## config.mk

```make
export PLATFORM = sky130hd
export DESIGN_NAME = inst_fetch
export DESIGN_NICKNAME = d
export VERILOG_FILES = /design/src/rtl/inst_fetch_pkg.sv /design/src/rtl/inst_fetch_if_buf.sv /design/src/rtl/inst_fetch.sv
export SDC_FILE = /design/constraint.sdc
export NUM_CORES = 1
export LEC_CHECK = 0
export ABC_CLOCK_PERIOD_IN_PS = 3710
export CAP_MARGIN = 5
export CORE_MARGIN = 3
export CORE_UTILIZATION = 50
export DETAILED_ROUTE_END_ITERATION = 10
export HOLD_SLACK_MARGIN = 0.03
export PLACE_DENSITY = 0.76
export SYNTH_ARGS = -nofsm -noshare
export SYNTH_HDL_FRONTEND = slang
export SYNTH_SLANG_ARGS = --single-unit
```

## constraint.sdc

```tcl
create_clock -name clk -period 3.71 [get_ports clk]
set_clock_uncertainty 0.15 [all_clocks]
set_input_delay 0.742 -clock clk [delete_from_list [all_inputs] [get_ports clk]]
set_output_delay 0.742 -clock clk [all_outputs]
set_load 0.05 [all_outputs]
```

## src/rtl/inst_fetch_pkg.sv

```systemverilog
// -----------------------------------------------------------------------------
// inst_fetch_pkg
//   Shared constants for the instruction-fetch stage: bus widths, the NOP
//   word, stall/reset polarities, and the fetch FSM state encodings.
//   Also holds the PC helpers shared by the FSM.
//
//   Optional feature macro: IF_ALIGN_CHECK_EN
//     defined   -> redirect targets keep their low bits so that misaligned
//                  targets can be reported as address errors
//     undefined -> redirect targets are forced to word alignment
// -----------------------------------------------------------------------------
package inst_fetch_pkg;

  localparam int InstAddrBus = 32;
  localparam int InstBus     = 32;

  localparam logic [InstBus-1:0]     ZeroInst     = '0;
  localparam logic [InstAddrBus-1:0] ZeroInstAddr = '0;

  localparam logic StallNo   = 1'b0;
  localparam logic RstEnable = 1'b1;

  localparam logic [1:0] IF_IDLE  = 2'd0;
  localparam logic [1:0] IF_BUSY  = 2'd1;
  localparam logic [1:0] IF_FULL  = 2'd2;
  localparam logic [1:0] IF_DRAIN = 2'd3;

  // Sequential PC; wraps silently from 0xFFFF_FFFC to 0.
  function automatic logic [InstAddrBus-1:0] pc_inc(input logic [InstAddrBus-1:0] pc);
    return pc + 32'd4;
  endfunction

  // Target address as used for a flush or branch redirect.
  function automatic logic [InstAddrBus-1:0] redirect_addr(input logic [InstAddrBus-1:0] t);
`ifdef IF_ALIGN_CHECK_EN
    return t;
`else
    return {t[InstAddrBus-1:2], 2'b00};
`endif
  endfunction

endpackage

```

## src/rtl/inst_fetch_if_buf.sv

```systemverilog
// -----------------------------------------------------------------------------
// if_buf
//   One-entry buffer {pc, inst, adel, valid} that presents the fetched
//   instruction to the IF/ID register.
//   Control priority: load > clear > consume.
//
//   Ports:
//     clk, rst          clock, synchronous active-high reset
//     load              capture load_pc/load_inst/load_adel, mark valid
//     clear             drop the entry (flush)
//     consume           entry taken by IF/ID, drop it unless reloaded
//     load_pc/inst/adel data written on load
//     pc, inst, adel    presented entry (inst is NOP, adel is 0 when empty)
//     valid             entry holds a real instruction or error marker
// -----------------------------------------------------------------------------
module if_buf
  import inst_fetch_pkg::*;
#(
  parameter logic [InstAddrBus-1:0] RESET_PC = ZeroInstAddr
) (
  input  logic                   clk,
  input  logic                   rst,
  input  logic                   load,
  input  logic                   clear,
  input  logic                   consume,
  input  logic [InstAddrBus-1:0] load_pc,
  input  logic [InstBus-1:0]     load_inst,
  input  logic                   load_adel,
  output logic [InstAddrBus-1:0] pc,
  output logic [InstBus-1:0]     inst,
  output logic                   adel,
  output logic                   valid
);

  logic [InstAddrBus-1:0] pc_q,   pc_d;
  logic [InstBus-1:0]     inst_q, inst_d;
  logic                   adel_q, adel_d;
  logic                   valid_q, valid_d;

  always_comb begin
    pc_d    = pc_q;
    inst_d  = inst_q;
    adel_d  = adel_q;
    valid_d = valid_q;
    if (load) begin
      pc_d    = load_pc;
      inst_d  = load_inst;
      adel_d  = load_adel;
      valid_d = 1'b1;
    end else if (clear || consume) begin
      // pc is kept so if_pc stays stable while the buffer is empty
      valid_d = 1'b0;
      adel_d  = 1'b0;
    end
  end

  always_ff @(posedge clk) begin
    if (rst == RstEnable) begin
      pc_q    <= RESET_PC;
      inst_q  <= ZeroInst;
      adel_q  <= 1'b0;
      valid_q <= 1'b0;
    end else begin
      pc_q    <= pc_d;
      inst_q  <= inst_d;
      adel_q  <= adel_d;
      valid_q <= valid_d;
    end
  end

  assign pc    = pc_q;
  assign inst  = valid_q ? inst_q : ZeroInst;
  assign adel  = valid_q & adel_q;
  assign valid = valid_q;

endmodule

```

## src/rtl/inst_fetch.sv

```systemverilog
// -----------------------------------------------------------------------------
// inst_fetch
//   MIPS instruction-fetch stage. Owns the fetch PC, runs the req/ack
//   handshake with instruction memory and presents one instruction to IF/ID.
//   Handles stalls, exception flushes and branches with one delay slot.
//
//   Ports:
//     clk, rst                 clock, synchronous active-high reset
//     stall                    ctrl stall; StallNo means IF/ID captures
//     flush, flush_pc          exception flush pulse and its target
//     branch_flag, branch_target  taken branch from ID and its target
//     mem_req, mem_addr        fetch request (stable until mem_ack)
//     mem_ack, mem_rdata       fetch response (single-cycle ack)
//     if_pc, if_inst           presented instruction (NOP when invalid)
//     if_valid                 presented instruction is real
//     if_adel                  presented entry is an address-error marker
//
//   Optional feature macro: IF_ALIGN_CHECK_EN (misaligned redirect targets
//   produce an address-error entry instead of a fetch).
// -----------------------------------------------------------------------------
module inst_fetch
  import inst_fetch_pkg::*;
#(
  parameter logic [InstAddrBus-1:0] RESET_PC = ZeroInstAddr
) (
  input  logic                   clk,
  input  logic                   rst,
  input  logic                   stall,
  input  logic                   flush,
  input  logic [InstAddrBus-1:0] flush_pc,
  input  logic                   branch_flag,
  input  logic [InstAddrBus-1:0] branch_target,
  output logic                   mem_req,
  output logic [InstAddrBus-1:0] mem_addr,
  input  logic                   mem_ack,
  input  logic [InstBus-1:0]     mem_rdata,
  output logic [InstAddrBus-1:0] if_pc,
  output logic [InstBus-1:0]     if_inst,
  output logic                   if_valid,
  output logic                   if_adel
);

  logic [1:0]             state_q,       state_d;
  logic [InstAddrBus-1:0] req_addr_q,    req_addr_d;
  logic [InstAddrBus-1:0] fetch_pc_q,    fetch_pc_d;
  logic                   pend_q,        pend_d;
  logic [InstAddrBus-1:0] pend_target_q, pend_target_d;

  logic                   buf_load, buf_clear;
  logic [InstAddrBus-1:0] ld_pc;
  logic [InstBus-1:0]     ld_inst;
  logic                   ld_adel;
  logic [InstAddrBus-1:0] buf_pc;
  logic [InstBus-1:0]     buf_inst;
  logic                   buf_adel, buf_valid;

  logic                   consume, br_now, full_req, req_int, ack_hit;
  logic [InstAddrBus-1:0] br_tgt;
  logic                   go;
  logic [InstAddrBus-1:0] go_tgt;

  // An error marker is never a delay slot; it just parks the stage in IDLE.
  assign consume  = buf_valid & (stall == StallNo);
  assign br_now   = consume & ~buf_adel & ~flush & (pend_q | branch_flag);
  assign br_tgt   = pend_q ? pend_target_q : redirect_addr(branch_target);
  // FULL issues the next sequential fetch only in the cycle the entry leaves.
  assign full_req = (state_q == IF_FULL) & consume & ~buf_adel & ~br_now & ~flush;
  assign req_int  = (state_q == IF_BUSY) | (state_q == IF_DRAIN) | full_req;
  assign ack_hit  = req_int & mem_ack;

  assign mem_req  = req_int & (rst != RstEnable);
  assign mem_addr = full_req ? fetch_pc_q : req_addr_q;

  always_comb begin
    state_d       = state_q;
    req_addr_d    = req_addr_q;
    fetch_pc_d    = fetch_pc_q;
    pend_d        = pend_q;
    pend_target_d = pend_target_q;
    buf_load      = 1'b0;
    buf_clear     = 1'b0;
    ld_pc         = req_addr_q;
    ld_inst       = mem_rdata;
    ld_adel       = 1'b0;
    go            = 1'b0;
    go_tgt        = fetch_pc_q;

    case (state_q)
      IF_BUSY: begin
        if (ack_hit) begin
          buf_load   = 1'b1;
          fetch_pc_d = pc_inc(req_addr_q);
          state_d    = IF_FULL;
        end
      end
      IF_FULL: begin
        if (consume) begin
          if (buf_adel) begin
            state_d = IF_IDLE;
          end else if (br_now) begin
            // delay slot leaves now; slot+4 is never requested
            go     = 1'b1;
            go_tgt = br_tgt;
          end else if (ack_hit) begin
            buf_load   = 1'b1;
            ld_pc      = fetch_pc_q;
            fetch_pc_d = pc_inc(fetch_pc_q);
          end else begin
            state_d    = IF_BUSY;
            req_addr_d = fetch_pc_q;
          end
        end
      end
      IF_DRAIN: begin
        // stale response is dropped; fetch_pc already holds the new target
        if (ack_hit) begin
          go     = 1'b1;
          go_tgt = fetch_pc_q;
        end
      end
      default: ;
    endcase

    if (br_now) begin
      pend_d = 1'b0;
    end else if (branch_flag) begin
      pend_d        = 1'b1;
      pend_target_d = redirect_addr(branch_target);
    end

    // flush overrides everything above, including any ack this cycle
    if (flush) begin
      buf_load  = 1'b0;
      buf_clear = 1'b1;
      pend_d    = 1'b0;
      if (req_int && !mem_ack) begin
        state_d    = IF_DRAIN;
        fetch_pc_d = redirect_addr(flush_pc);
        go         = 1'b0;
      end else begin
        go     = 1'b1;
        go_tgt = redirect_addr(flush_pc);
      end
    end

    if (go) begin
      fetch_pc_d = go_tgt;
`ifdef IF_ALIGN_CHECK_EN
      if (go_tgt[1:0] != 2'b00) begin
        state_d  = IF_FULL;
        buf_load = 1'b1;
        ld_pc    = go_tgt;
        ld_inst  = ZeroInst;
        ld_adel  = 1'b1;
      end else begin
        state_d    = IF_BUSY;
        req_addr_d = go_tgt;
      end
`else
      state_d    = IF_BUSY;
      req_addr_d = go_tgt;
`endif
    end
  end

  // Reset lands in BUSY so the first post-reset cycle already requests RESET_PC.
  always_ff @(posedge clk) begin
    if (rst == RstEnable) begin
      state_q       <= IF_BUSY;
      req_addr_q    <= RESET_PC;
      fetch_pc_q    <= RESET_PC;
      pend_q        <= 1'b0;
      pend_target_q <= RESET_PC;
    end else begin
      state_q       <= state_d;
      req_addr_q    <= req_addr_d;
      fetch_pc_q    <= fetch_pc_d;
      pend_q        <= pend_d;
      pend_target_q <= pend_target_d;
    end
  end

  if_buf #(
    .RESET_PC (RESET_PC)
  ) u_buf (
    .clk       (clk),
    .rst       (rst),
    .load      (buf_load),
    .clear     (buf_clear),
    .consume   (consume),
    .load_pc   (ld_pc),
    .load_inst (ld_inst),
    .load_adel (ld_adel),
    .pc        (buf_pc),
    .inst      (buf_inst),
    .adel      (buf_adel),
    .valid     (buf_valid)
  );

  assign if_pc    = buf_pc;
  assign if_inst  = buf_inst;
  assign if_valid = buf_valid;
`ifdef IF_ALIGN_CHECK_EN
  assign if_adel  = buf_adel;
`else
  assign if_adel  = 1'b0;
`endif

endmodule
```

Word level (Yosys, flattened, before mapping)
Cells that the tools add are included.
{"block": "totals", "wordCells": 85, "ff_bits": 162, "output_inout_bits": 99, "input_bits": 102}
{"block": "op_classes", "eq_ne": 5, "n_addsub": 2, "bitwise_logic": 15, "n_reduce_logical": 10, "muxes": 45}
{"op": "32-bit 2-to-1 mux", "n": 24}
{"op": "32-bit by 3-bit adder with 32-bit output, second input constant", "n": 2}
{"op": "32-bit one-hot mux with 2 select lines", "n": 1}
{"op": "2-bit 2-to-1 mux", "n": 6}
{"op": "1-bit 2-to-1 mux", "n": 11}
{"op": "1-bit AND", "n": 8}
{"op": "2-bit nonzero test", "n": 3}
{"op": "2-bit equality test, second input constant", "n": 2}
{"op": "2-bit by 1-bit != test with 1-bit output, second input constant", "n": 2}
{"op": "1-bit NOT", "n": 4}
{"op": "1-bit one-hot mux with 2 select lines", "n": 2}
{"op": "2-bit one-hot mux with 2 select lines", "n": 1}
{"op": "4-bit AND reduction", "n": 1}
{"op": "1-bit OR", "n": 3}
{"op": "3-bit OR reduction", "n": 1}
{"op": "2-bit by 1-bit equality test with 1-bit output, second input constant", "n": 1}
{"op": "2-bit AND reduction", "n": 1}
{"op": "2-bit OR reduction", "n": 1}
{"op": "1-bit logical AND", "n": 1}
{"op": "1-bit logical NOT", "n": 1}
{"op": "1-bit logical OR", "n": 1}

Logic depth before layout (Yosys ltp)
{"block": "logic_depth", "ltp_word": 16, "mapped_depth": 12, "depth_no_buf": 8}

Hierarchy
A second synthesis with hierarchy kept.
{"block": "hier_totals", "hier_cells": 1313, "hier_area_um2": 10333.7}
{"mod": "inst_fetch", "seq_area_each_um2": 1941.9, "cells_each": 1062, "area_per_inst_um2": 7782.5, "n_inst": 1}
{"mod": "if_buf", "seq_area_each_um2": 1321.3, "cells_each": 251, "area_per_inst_um2": 2551.2, "n_inst": 1}

Least setup slack after synthesis
Ideal clock, no wire load.
{"block": "synth_path", "path_kind": "input-to-output", "from": "in flush", "to": "out mem_addr[18]", "required_ps": 2818, "slack_ps": 49, "stages": 6, "arrival_time_ps": 2769, "path_cell_list": "buf_2 nor4bb_1 buf_2 nand2_1 clkbuf_1 o21ai_0"}
{"block": "synth_via", "elab_chain_len": 7}
{"element": "start: declaration", "line_no": "inst_fetch.sv:29", "text": "input logic flush,"}
{"element": "1-bit NOT *", "line_no": "inst_fetch.sv:64, inst_fetch.sv:67"}
{"element": "1-bit AND (2 in series)", "line_no": "inst_fetch.sv:64", "text": "assign br_now = consume & ~buf_adel & ~flush & (pend_q | branch_flag);"}
{"element": "1-bit NOT (no source line)"}
{"element": "1-bit AND", "line_no": "inst_fetch.sv:67", "text": "assign full_req = (state_q == IF_FULL) & consume & ~buf_adel & ~br_now & ~flush;"}
{"element": "1-bit AND *", "line_no": "inst_fetch.sv:67"}
{"element": "32-bit 2-to-1 mux *", "line_no": "inst_fetch.sv:72", "text": "assign mem_addr = full_req ? fetch_pc_q : req_addr_q;"}
{"element": "end: declaration", "line_no": "inst_fetch.sv:34", "text": "output logic [InstAddrBus-1:0] mem_addr,"}
Every way passes the cells marked *; elsewhere a longest branch is shown, timed or not.

Worst setup path in the final report
{"block": "layout_path", "from": "in stall", "to": "out mem_addr[9]"}
{"block": "layout_via", "elab_chain_len": 8}
{"element": "start: declaration", "line_no": "inst_fetch.sv:28", "text": "input logic stall,"}
{"element": "1-bit NOT *", "line_no": "inst_fetch.sv:63", "text": "assign consume = buf_valid & (stall == StallNo);"}
{"element": "1-bit AND *", "line_no": "inst_fetch.sv:63"}
{"element": "1-bit AND (2 in series)", "line_no": "inst_fetch.sv:64"}
{"element": "1-bit NOT (no source line)"}
{"element": "1-bit AND * (2 in series)", "line_no": "inst_fetch.sv:67"}
{"element": "32-bit 2-to-1 mux *", "line_no": "inst_fetch.sv:72"}
Marked as above.

==> results.md <==
* Async SR Flop Fraction at 0%
* Worst reg2reg startpoint: state_q[0]$_SDFF_PP1_
* Crit Path Max Fanout at 37
* Main area contributors after synthesis: dfxtp_1, nand2_1, a21oi_1
* Final setup viols at 0
* Worst path arrival time at roughly 2.7 ns
* Largest net degree at the start of global routing at between 90 and 100
* CTS resizes at 0
* Slowest CP cell: clkdlybuf4s50_1
* Die height at between 100 and 150 µm
* RSZ-0062 raised after global routing: false
* CP Depth at 7
* Most used cell along the critical path: buf_12
* Syn Std Cell Area at around 10000 µm²
* Final Slew Violations at 0
* Switching share of power at 35.91%
* Number of antenna diodes at 0
* Post-synth top flop: dfxtp_1
* Final Hold Viols at 0
* Internal power at around 3600 µW
* Total die area at around 22000 µm²
* Mean Syn Cell Area at around 7 µm²
* Switching power at 2032 µW
* Share of cells above drive strength 1 at under 10%
* Worst VDD drop at approximately 0.34 mV
* Total global routing track utilization at 33.34%
* Warnings, synthesis at 0
* H-tree level count at 4
* Critical path type: in2out
* Clock transition at path regs at approximately 0.070 ns
* Core ar. at about 20000 µm²
* Reg2reg path depth at 8
* Routability cong. at about 1.1
* Final net count at roughly 1700
* Min Hold Slack at roughly 0.3 ns
* Clk buf depth at 2
* Pre-CTS setup slack at between 0.1 and 0.15 ns
* Final Power at approximately 5700 µW
* Count leader, synth: nand2_1
* Area share of the largest cell type after synthesis at roughly a third
* DR vias/cell at about 6.2
* Post-synth top area cell: dfxtp_1
* Hold crit path type: reg2reg
* Crit. End Element: output port
* CTS Hold Bufs at 0
* Post-Syn Instances at between 1000 and 1500
* First-pass GRT wire length at ~60000 µm
* Post-route setup TNS at 0 ns
* Leakage at between 0.004 and 0.005 µW
* CTS root buf: clkbuf_16
* R2R Path End: fetch_pc_q[12]$_SDFF_PP0_
* GR Overflow Total at 0
* Die span in x at between 100 and 150 µm
* Crit path cell chain: clkdlybuf4s50_1 -> nand4bb_1 -> nor2_2 -> buf_12 -> nand2_1 -> o21ai_0 -> buf_12
* Post-route cell area at 12910 µm²
* Fraction of the yosys area taken by sequential cells at roughly a third
* Max Freq at between 200 and 300 MHz
* Number of global-route vias before repair at roughly 10000
* Max-cap viol count at 0
* Time the worst path needs with I/O delays and setup at approximately 3.6 ns
* Post-CTS setup buffer count at 0
* Clk pwr share at a little over a third
* Delay-heaviest family, CP: buffers and inverters
* Register-to-register path setup slack at 0.69 ns
* Num rows at around 50
* Worst path buffer plus inverter count at 3
* Slew margin rel. at roughly a third
* Port Buffers at 195
* DRC at 0
* WL final at between 30000 and 40000 µm
* Routed wire per std cell at ~20 µm
* Initial detailed-routing violation count at ~1400
* Mapped Nets at approximately 1500
* End point of the critical path: mem_addr[9]
* Initial core utilization at between 50% and 60%
* TritonCTS Buffers at 17
* DR vias at approximately 11000
* Required @ worst endpoint at about 2.8 ns
* CTS tree: done
* P&R area growth vs syn at 28.14%
* Final HPWL DP at 26320 µm
* Startpoint types: input port
* Fin crit share at between 90% and 100%
* Post-synth top cells: nand2_1, dfxtp_1, nor2_1, a21oi_1, clkbuf_1
* Tightest Pin Transition at around 1 ns
* Crit path from: stall
* Worst-skew pair later-pin latency at approximately 0.44 ns
* P per Cell Area at approximately 440 nW/µm²
* EDFF count, synth at 0
* DP Area at ~12000 µm²
* IO Count at around 200
* Combinational Power Share at between 20 and 30%
* Slowest stage delay, CP at about 0.53 ns
* Outcome: complete, no violations
* Clk sink count at between 150 and 200
* Seq pwr share at roughly 37%
* Detailed Routing Iterations Pass 1 at 6
* Yosys cell types at 73
* Final setup margin at ~0.11 ns
* Initial antenna violation count at 0
* Final ANT Viol Nets at 0
* Synth Register Bits at between 150 and 200
==> layer usage <==
layer	share of wire (%)	GRT usage [%]
met5	0	0
met4	2.7	10.48
met3	12	8.553
met2	42	48.50
met1	43	48.32
==> area by class of cell <==
class                           instances  area [µm²]
Clock buffer                           18       429.2
Fill cell                            1729        6741
Clock inverter                         14       214.0
Inverter                               16       60.06
Tap cell                              265       331.6
Sequential cell                       162        3244
Multi-Input combinational cell       1110        6168
Timing Repair Buffer                  257        2465
==> how the worst min path moves through the flow <==
stage	to	cells past startpoint	from	slack (ns)
after floorplan	u_buf.inst_q[0]$_SDFFE_PP0P_	2	u_buf.inst_q[0]$_SDFFE_PP0P_	0.28
after global placement	u_buf.inst_q[29]$_SDFFE_PP0P_	2	u_buf.inst_q[29]$_SDFFE_PP0P_	0.29
after detailed placement	u_buf.inst_q[8]$_SDFFE_PP0P_	2	u_buf.inst_q[8]$_SDFFE_PP0P_	0.29
after CTS	u_buf.inst_q[8]$_SDFFE_PP0P_	2	u_buf.inst_q[8]$_SDFFE_PP0P_	0.30
after global routing	u_buf.inst_q[0]$_SDFFE_PP0P_	2	u_buf.inst_q[0]$_SDFFE_PP0P_	0.31
final	u_buf.inst_q[0]$_SDFFE_PP0P_	2	u_buf.inst_q[0]$_SDFFE_PP0P_	0.30
==> cells in the final DEF (no fill, tap or decap), types with 7 or more instances in the layout <==
master / Yosys / routed
dfxtp_1: 162 / 161
o22ai_1: 15 / 15
xnor2_1: 16 / 16
xor2_1: 10 / 10
clkbuf_16: 0 / 17
nand3_1: 59 / 59
nor3_1: 30 / 30
nand2_1: 308 / 308
a311oi_1: 37 / 37
and3_1: 18 / 18
o221ai_1: 9 / 9
o21ai_0: 67 / 66
a21o_1: 14 / 14
buf_4: 7 / 85
nor4_1: 11 / 11
a31oi_1: 25 / 25
a2bb2oi_1: 7 / 7
buf_12: 0 / 11
mux2_2: 7 / 7
nand4_1: 21 / 21
clkdlybuf4s50_1: 0 / 160
a21oi_1: 124 / 123
mux2i_1: 32 / 32
a211oi_1: 32 / 32
and2_1: 39 / 39
inv_1: 15 / 15
nor2_1: 131 / 131
o21a_1: 7 / 7
==> cell families (layout without fill, tap and decap cells) <==
family          after synthesis  in the layout  share of synthesized area (%)
xor+xnor                     26             26                          2.260
other cells                   1              1                        0.03721
flops                       162            162                          32.18
simple gates                647            647                          28.63
mux                          39             39                          3.961
fa+ha+maj                     5              5                         0.6208
compound gates              392            392                          25.49
buf+inv                     162            305                          6.816
==> worst min-delay path, cell delays in order, from the launching register on <==
cell,delay (ns)
dfxtp_1,0.31
nand2_1,0.05
a21oi_1,0.05
==> power by group through the flow <==
stage	registers, µW	clock network, µW	logic, µW
after CTS	2070	1980	1570
after detailed placement	2110	0	1560
after global placement	2110	0	1540
after global routing	2100	2060	1700
final	2080	1980	1600
after floorplan	2150	0	916
==> state kept, by name (all words and copies together), names as in the netlist <==
| name | count |
|---|---|
| u_buf.inst_q | 32 |
| state_q | 2 |
| pend_target_q | 30 |
| req_addr_q | 32 |
| pend_q | 1 |
| u_buf.valid | 1 |
| fetch_pc_q | 32 |
| u_buf.pc | 32 |
==> stage by stage <==
step           std cells  utilization, %
2_1_floorplan       1434               -
3_3_place_gp        1810           62.40
3_5_place_dp        1810           62.40
4_1_cts             1842           65.67
5_1_grt             1842           65.70
6_report            1842           65.70
(Power assumes the default switching activity.)
